==> config.mk <==
export PLATFORM = sky130hd
export DESIGN_NAME = fls_ctrl_flat
export DESIGN_NICKNAME = d
export VERILOG_FILES = /design/src/rtl/fls_ctrl_if.sv /design/src/rtl/fls_ctrl.sv /design/src/flat_wrapper.sv
export SDC_FILE = /design/constraint.sdc
export NUM_CORES = 1
export LEC_CHECK = 0
export ABC_AREA = 1
export CELL_PAD_IN_SITES_DETAIL_PLACEMENT = 0
export CELL_PAD_IN_SITES_GLOBAL_PLACEMENT = 1
export CORE_MARGIN = 4
export CORE_UTILIZATION = 29
export CTS_CLUSTER_SIZE = 40
export DETAILED_ROUTE_END_ITERATION = 8
export GPL_ROUTABILITY_DRIVEN = 0
export PLACE_DENSITY_LB_ADDON = 0.1
export SLEW_MARGIN = 20
export SYNTH_ARGS = -nofsm -noshare
export SYNTH_HDL_FRONTEND = slang
export SYNTH_SLANG_ARGS = --single-unit
==> constraint.sdc <==
create_clock -name clk -period 1.2 [get_ports clk]
set_input_delay 0.18 -clock clk [delete_from_list [all_inputs] [get_ports clk]]
set_output_delay 0.18 -clock clk [all_outputs]
set_load 0.05 [all_outputs]
==> src/rtl/fls_ctrl_if.sv <==
// fls_ctrl_if -- bundles the run request, datapath control and term
// output signals of the sequence controller.
//
// Signals:
//   start, seed0, seed1, count : run request from the requester
//   busy, done, ovf            : run status back to the requester
//   fls_rst, fls_en, fls_d     : control/load towards the sequence datapath
//   fls_f                      : registered datapath output
//   out_valid, out_data        : term offered to the consumer
//   out_ready                  : consumer accepts the offered term
//
// Modports:
//   slave  : the controller (fls_ctrl)
//   master : the environment (requester, datapath and consumer)
interface fls_ctrl_if #(
    parameter int W  = 7,
    parameter int CW = 4
);
    logic          start;
    logic [W-1:0]  seed0;
    logic [W-1:0]  seed1;
    logic [CW-1:0] count;
    logic          busy;
    logic          fls_rst;
    logic          fls_en;
    logic [W-1:0]  fls_d;
    logic [W-1:0]  fls_f;
    logic          out_valid;
    logic          out_ready;
    logic [W-1:0]  out_data;
    logic          done;
    logic          ovf;

    modport slave (
        input  start, seed0, seed1, count, fls_f, out_ready,
        output busy, fls_rst, fls_en, fls_d, out_valid, out_data, done, ovf
    );

    modport master (
        output start, seed0, seed1, count, fls_f, out_ready,
        input  busy, fls_rst, fls_en, fls_d, out_valid, out_data, done, ovf
    );
endinterface

==> src/rtl/fls_ctrl.sv <==
// fls_ctrl -- controller that drives an external Fibonacci-like sequence
// datapath and streams the resulting terms through a valid/ready port.
//
// A run is requested with start; seed0, seed1 and count are latched at that
// moment. The datapath is reset, then stepped once per term: the first two
// steps load the seeds, later steps let the datapath add its last two values.
// Each term is offered on out_data/out_valid until accepted. done pulses for
// one cycle at the end of every run.
//
// Ports:
//   clk  : clock, all state on the rising edge
//   rst  : synchronous active-high reset
//   bus  : fls_ctrl_if.slave (request, datapath control, term output)
//
// Parameters:
//   W  : width of seeds, datapath and terms
//   CW : width of the term count
//
// Build option:
//   FLS_CTRL_OVF_EN -- when defined, a 3rd-or-later term that is smaller than
//   the previously emitted term is treated as a wrap: the term is not offered,
//   ovf is set (sticky until the next accepted start) and the run ends.
//   When undefined, ovf is tied to 0 and terms wrap modulo 2^W.
module fls_ctrl #(
    parameter int W  = 7,
    parameter int CW = 4
) (
    input  logic      clk,
    input  logic      rst,
    fls_ctrl_if.slave bus
);

    typedef enum logic [2:0] {
        IDLE,
        RSTDP,
        ISSUE,
        CAP,
        DONE
    } state_t;

    state_t        state_q, state_d;
    logic [W-1:0]  seed0_q, seed0_d;
    logic [W-1:0]  seed1_q, seed1_d;
    logic [CW-1:0] rem_q, rem_d;     // terms still to be emitted
    logic [1:0]    iss_q, iss_d;     // steps issued so far, saturating at 3
    logic          busy_q, busy_d;
    logic          fls_rst_q, fls_rst_d;
    logic          fls_en_q, fls_en_d;
    logic [W-1:0]  fls_d_q, fls_d_d;
    logic          cap_q, cap_d;     // a term is pending in CAP
    logic          done_q, done_d;
    logic          ovf_hit;
    logic          vld;
    logic          hs;
`ifdef FLS_CTRL_OVF_EN
    logic          ovf_q, ovf_d;
    logic [W-1:0]  prev_q, prev_d;   // last term accepted by the consumer
`endif

    // Load value for the next datapath step: seeds on the first two steps,
    // zero afterwards (the datapath ignores fls_d once it is accumulating).
    function automatic logic [W-1:0] issue_data(input logic [1:0] idx,
                                                input logic [W-1:0] s0,
                                                input logic [W-1:0] s1);
        logic [W-1:0] r;
        case (idx)
            2'd0:    r = s0;
            2'd1:    r = s1;
            default: r = '0;
        endcase
        return r;
    endfunction

`ifdef FLS_CTRL_OVF_EN
    // iss_q == 3 in CAP means the pending term is the 3rd or later one.
    assign ovf_hit = cap_q && (iss_q == 2'd3) && (bus.fls_f < prev_q);
`else
    assign ovf_hit = 1'b0;
`endif

    // A wrapped term is never offered, so valid is qualified combinationally
    // with the wrap test on the freshly captured datapath value.
    assign vld = cap_q & ~ovf_hit;
    assign hs  = vld & bus.out_ready;

    always_comb begin
        state_d   = state_q;
        seed0_d   = seed0_q;
        seed1_d   = seed1_q;
        rem_d     = rem_q;
        iss_d     = iss_q;
        busy_d    = busy_q;
        fls_rst_d = 1'b0;
        fls_en_d  = 1'b0;
        fls_d_d   = '0;
        cap_d     = 1'b0;
        done_d    = 1'b0;
`ifdef FLS_CTRL_OVF_EN
        ovf_d     = ovf_q;
        prev_d    = prev_q;
`endif

        // Outputs are registered: each branch sets the values that belong
        // to the state being entered.
        case (state_q)
            IDLE: begin
                if (bus.start) begin
                    seed0_d   = bus.seed0;
                    seed1_d   = bus.seed1;
                    rem_d     = bus.count;
                    iss_d     = 2'd0;
                    busy_d    = 1'b1;
`ifdef FLS_CTRL_OVF_EN
                    ovf_d     = 1'b0;
`endif
                    fls_rst_d = 1'b1;
                    state_d   = RSTDP;
                end
            end

            RSTDP: begin
                if (rem_q != '0) begin
                    fls_en_d = 1'b1;
                    fls_d_d  = issue_data(iss_q, seed0_q, seed1_q);
                    state_d  = ISSUE;
                end else begin
                    done_d  = 1'b1;
                    busy_d  = 1'b0;
                    state_d = DONE;
                end
            end

            ISSUE: begin
                iss_d   = (iss_q == 2'd3) ? 2'd3 : iss_q + 2'd1;
                cap_d   = 1'b1;
                state_d = CAP;
            end

            CAP: begin
                if (ovf_hit) begin
`ifdef FLS_CTRL_OVF_EN
                    ovf_d   = 1'b1;
`endif
                    done_d  = 1'b1;
                    busy_d  = 1'b0;
                    state_d = DONE;
                end else if (hs) begin
                    rem_d  = rem_q - CW'(1);
`ifdef FLS_CTRL_OVF_EN
                    prev_d = bus.fls_f;
`endif
                    if (rem_q == CW'(1)) begin
                        done_d  = 1'b1;
                        busy_d  = 1'b0;
                        state_d = DONE;
                    end else begin
                        fls_en_d = 1'b1;
                        fls_d_d  = issue_data(iss_q, seed0_q, seed1_q);
                        state_d  = ISSUE;
                    end
                end else begin
                    // Stalled: keep offering the same term, datapath frozen.
                    cap_d = 1'b1;
                end
            end

            DONE: begin
                state_d = IDLE;
            end

            default: begin
                busy_d  = 1'b0;
                state_d = IDLE;
            end
        endcase
    end

    always_ff @(posedge clk) begin
        if (rst) begin
            state_q   <= IDLE;
            seed0_q   <= '0;
            seed1_q   <= '0;
            rem_q     <= '0;
            iss_q     <= 2'd0;
            busy_q    <= 1'b0;
            // Hold the datapath in reset while the controller is reset.
            fls_rst_q <= 1'b1;
            fls_en_q  <= 1'b0;
            fls_d_q   <= '0;
            cap_q     <= 1'b0;
            done_q    <= 1'b0;
`ifdef FLS_CTRL_OVF_EN
            ovf_q     <= 1'b0;
            prev_q    <= '0;
`endif
        end else begin
            state_q   <= state_d;
            seed0_q   <= seed0_d;
            seed1_q   <= seed1_d;
            rem_q     <= rem_d;
            iss_q     <= iss_d;
            busy_q    <= busy_d;
            fls_rst_q <= fls_rst_d;
            fls_en_q  <= fls_en_d;
            fls_d_q   <= fls_d_d;
            cap_q     <= cap_d;
            done_q    <= done_d;
`ifdef FLS_CTRL_OVF_EN
            ovf_q     <= ovf_d;
            prev_q    <= prev_d;
`endif
        end
    end

    assign bus.busy      = busy_q;
    assign bus.fls_rst   = fls_rst_q;
    assign bus.fls_en    = fls_en_q;
    assign bus.fls_d     = fls_d_q;
    assign bus.out_valid = vld;
    // fls_f is frozen while stalled in CAP, so out_data holds steady.
    assign bus.out_data  = vld ? bus.fls_f : '0;
    assign bus.done      = done_q;
`ifdef FLS_CTRL_OVF_EN
    assign bus.ovf       = ovf_q;
`else
    assign bus.ovf       = 1'b0;
`endif

endmodule

==> src/flat_wrapper.sv <==
// flat-port wrapper written by rule: the top's interface ports become plain ports
module fls_ctrl_flat 
#(
    parameter int W  = 7,
    parameter int CW = 4
)
  (clk, rst, bus_start, bus_seed0, bus_seed1, bus_count, bus_fls_f, bus_out_ready, bus_busy, bus_fls_rst, bus_fls_en, bus_fls_d, bus_out_valid, bus_out_data, bus_done, bus_ovf);
  fls_ctrl_if #(.W(W), .CW(CW)) bus_i ();
  input  logic clk;
  input  logic rst;
  input wire logic [$bits(bus_i.start)-1:0] bus_start;
  input wire logic [$bits(bus_i.seed0)-1:0] bus_seed0;
  input wire logic [$bits(bus_i.seed1)-1:0] bus_seed1;
  input wire logic [$bits(bus_i.count)-1:0] bus_count;
  input wire logic [$bits(bus_i.fls_f)-1:0] bus_fls_f;
  input wire logic [$bits(bus_i.out_ready)-1:0] bus_out_ready;
  output wire logic [$bits(bus_i.busy)-1:0] bus_busy;
  output wire logic [$bits(bus_i.fls_rst)-1:0] bus_fls_rst;
  output wire logic [$bits(bus_i.fls_en)-1:0] bus_fls_en;
  output wire logic [$bits(bus_i.fls_d)-1:0] bus_fls_d;
  output wire logic [$bits(bus_i.out_valid)-1:0] bus_out_valid;
  output wire logic [$bits(bus_i.out_data)-1:0] bus_out_data;
  output wire logic [$bits(bus_i.done)-1:0] bus_done;
  output wire logic [$bits(bus_i.ovf)-1:0] bus_ovf;
  assign bus_i.start = bus_start;
  assign bus_i.seed0 = bus_seed0;
  assign bus_i.seed1 = bus_seed1;
  assign bus_i.count = bus_count;
  assign bus_i.fls_f = bus_fls_f;
  assign bus_i.out_ready = bus_out_ready;
  assign bus_busy = bus_i.busy;
  assign bus_fls_rst = bus_i.fls_rst;
  assign bus_fls_en = bus_i.fls_en;
  assign bus_fls_d = bus_i.fls_d;
  assign bus_out_valid = bus_i.out_valid;
  assign bus_out_data = bus_i.out_data;
  assign bus_done = bus_i.done;
  assign bus_ovf = bus_i.ovf;
  fls_ctrl #(.W(W), .CW(CW)) u_core (.clk(clk), .rst(rst), .bus(bus_i));
endmodule
==> qor.yml <==
run_status:
  outcome: "complete, but fails checks"
  violations: "negative setup slack"
global_route:
  antenna_found_initial: 0
  grt_start_max_net_pins: 17
  grt_pass1_vias: 1527
  grt_pass1_wl_um: 6930
  grt.total_usage: 0.131
  gr-total-overflow: 0
cells_and_area:
  num_antenna_cells: 0
  area_growth_pct: 75.3
  final_util: 0.538
  fin_nets: 315
  drive_gt1_frac: 0.405
  layout.cells.non_filler: 354
detailed_routing:
  avgRoutedWirePerCell_um: 11.9
  wl_um: 4230
  firstDrtPassIters: 4
  drc: 0
  postRouteAntennaNets: 0
  via_count: 1583
  drtIter0Drc: 34
  viasPerCell: 4.47
clocking:
  cts-root-buf: "clkbuf_8"
  htree_levels: 2
  cts_buffers: 5
  cts_hold_buf: 0
  clockBufferDepth: 2
  path_clk_slew_ns: 0.07
  cts_tree: "yes"
  insertion_delay_ns: 0.28
  clock_sinks: 35
hold_path:
  min_path_type: "reg -> reg"
floorplanning:
  ioPinCount: 49
  num_rows: 26
  die_area_um2: 6800
  start_util: 0.307
  die-width_um: 82.5
  die_height_um: 82.5
  core_area_um2: 5240
pwr:
  ir_drop_mv: 0.731
  p_leak_nw: 1.18
  powerDensity_nw_per_um2: 1510
yosys:
  ys_ff_latch: 35
  synth_edf_count: 0
  synthFlopType: "dfxtp_1"
  synth_top_area_cell: "dfxtp_1"
  syn_inst: 213
  yosysMostFrequentCell: "nand2_1"
  ys_seq_area_frac: 0.435
  ys_top_cells_by_count: "55 x nand2_1, 35 x dfxtp_1, 26 x nand3_1, 17 x a21oi_1, 15 x inv_1"
  syn-cell-area_um2: 1610
  synth_fp_nets: 245
  avgSynthCellArea_um2: 7.55
  synth_cell_types: 26
  synth_area_leaders: "dfxtp_1 44%, nand2_1 13%, nand3_1 8.1%, a21oi_2 5.4%, a21oi_1 5.3%"
  synth_top_area_frac: 0.435
  synthArstFlopShare: 0
  yosysWarnings: 0
worst_setup_path:
  crit_arrival_ns: 1.41
  cp-end-kind: "register"
  path_class: "reg -> reg"
  critPathRequiredTime_ns: 1.38
  cp_max_fo: 4
  reg2regPathDepth: 7
  crit_path_start: "u_core.rem_q[0]$_SDFFE_PP0P_"
  critPathLaunchType: "register"
  endpoint: "u_core.rem_q[2]$_SDFFE_PP0P_"
  r2r_slack_ns: -0.03
  timing.rr.start: "u_core.rem_q[0]$_SDFFE_PP0P_"
  r2r-end: "u_core.rem_q[2]$_SDFFE_PP0P_"
timing:
  drv_slew: 0
  layout_worst_path_cycle_share: 1.02
  rsz0062_at_grt: "yes"
  hold_viol_final: 0
  clock_skew_ns: 0.00425
  period_needed_ns: 1.23
  max_clock_freq_mhz: 815
  fin_ws_ns: -0.0275
  finalSetupViolCount: 10
placed_design:
  post-place-cells: 341
  dp_slack_ns: -0.293
  io_buffers: 47
  hpwlAfterDp_um: 3260
flow_run:
  max-cap-violations: 0
area by class of cell:
type	count	area, um2
Clock buffer	7	108
Clock inverter	1	5.00
Fill cell	511	2420
Inverter	20	92.6
Multi-Input combinational cell	148	911
Sequential cell	35	716
Tap cell	70	87.6
Timing Repair Buffer	73	901
logic make-up after synthesis:
family	after synthesis	share of synthesized area
AND/OR/NAND/NOR	108	0.313
AO/OA/AOI/OAI	36	0.142
flip-flops	35	0.435
buffers and inverters	30	0.0840
adder cells (fa/ha/maj)	3	0.0233
other	1	0.00233
how the worst min path moves through the flow:
stage,start,to,cells after the start
after global routing,bus_seed0[5],u_core.seed0_q[5]$_SDFFE_PP0P_,3
final,u_core.seed1_q[6]$_SDFFE_PP0P_,u_core.seed1_q[6]$_SDFFE_PP0P_,2
after floorplan,bus_seed0[2],u_core.seed0_q[2]$_SDFFE_PP0P_,2
after detailed placement,u_core.seed1_q[3]$_SDFFE_PP0P_,u_core.seed1_q[3]$_SDFFE_PP0P_,2
after CTS,u_core.seed1_q[6]$_SDFFE_PP0P_,u_core.seed1_q[6]$_SDFFE_PP0P_,2
after global placement,u_core.seed1_q[3]$_SDFFE_PP0P_,u_core.seed1_q[3]$_SDFFE_PP0P_,2
where the power goes:
part           internal [W]  switching [W]  total, W
registers           0.00132       0.000126   0.00145
clock network      0.000588       0.000426   0.00101
logic              0.000829       0.000957   0.00179
total               0.00274        0.00151   0.00425
stage by stage:
| step | cell area, um2 | total power [W] | setup TNS, ns | hold slack (ns) |
|---|---|---|---|---|
| 2_1_floorplan | 1620 | 0.00235 | 0 | 0.344 |
| 3_3_place_gp | 2490 | 0.00297 | -4.79 | 0.446 |
| 3_5_place_dp | 2490 | 0.00299 | -5.37 | 0.449 |
| 4_1_cts | 2720 | 0.00417 | -0.382 | 0.462 |
| 5_1_grt | 2820 | 0.00452 | -2.02 | 0.473 |
| 6_report | 2820 | 0.00425 | -0.116 | 0.462 |
timing repair:
action	4_1_cts	5_1_grt
buffers inserted	3	2
gates resized for setup	33	24
pin swaps	7	8
setup endpoints to repair	36	40
flip-flops by register name, summed over array words and instances, names as in the netlist, 2 cells and up:
name and count:
u_core.rem_q 4, u_core.seed0_q 7, u_core.state_q 3, u_core.iss_q 2, u_core.seed1_q 7, u_core.bus.fls_d 7
routing by layer:
| metal | up-vias | part of all wire | global-route usage |
|---|---|---|---|
| met5 | - | 0 | 0 |
| met4 | 0 | 0.0047 | 0.0299 |
| met3 | 2 | 0.070 | 0.0401 |
| met2 | 36 | 0.46 | 0.212 |
| met1 | 721 | 0.46 | 0.171 |
| li1 | 824 | - | - |
worst max-delay path: stages, from the launching register on:
cell and delay (ns):
dfxtp_4 0.39, inv_4 0.05, ha_2 0.17, or2_2 0.26, nand3_1 0.08, nand2_1 0.05, nand2_1 0.07, a21oi_2 0.05
placed cells by master (no fill, tap or decap), types with 2 or more instances in the layout:
master            n
nor2_4            2
a21oi_1          16
clkdlybuf4s50_1  28
nand2_4           9
inv_2             6
dfxtp_4           3
buf_12           22
nand3_4           2
nor3_1            2
buf_4            21
nor2_1            8
a21oi_2          11
nand2_2           8
dfxtp_2           3
nand3_1          24
or2_2             2
nor2_2            3
nand2_1          46
a31oi_1           2
clkbuf_8          6
buf_6             2
ha_4              2
o21ai_0           4
inv_4             7
dfxtp_1          29
inv_1             6
Power figures use the tool's default switching activity.
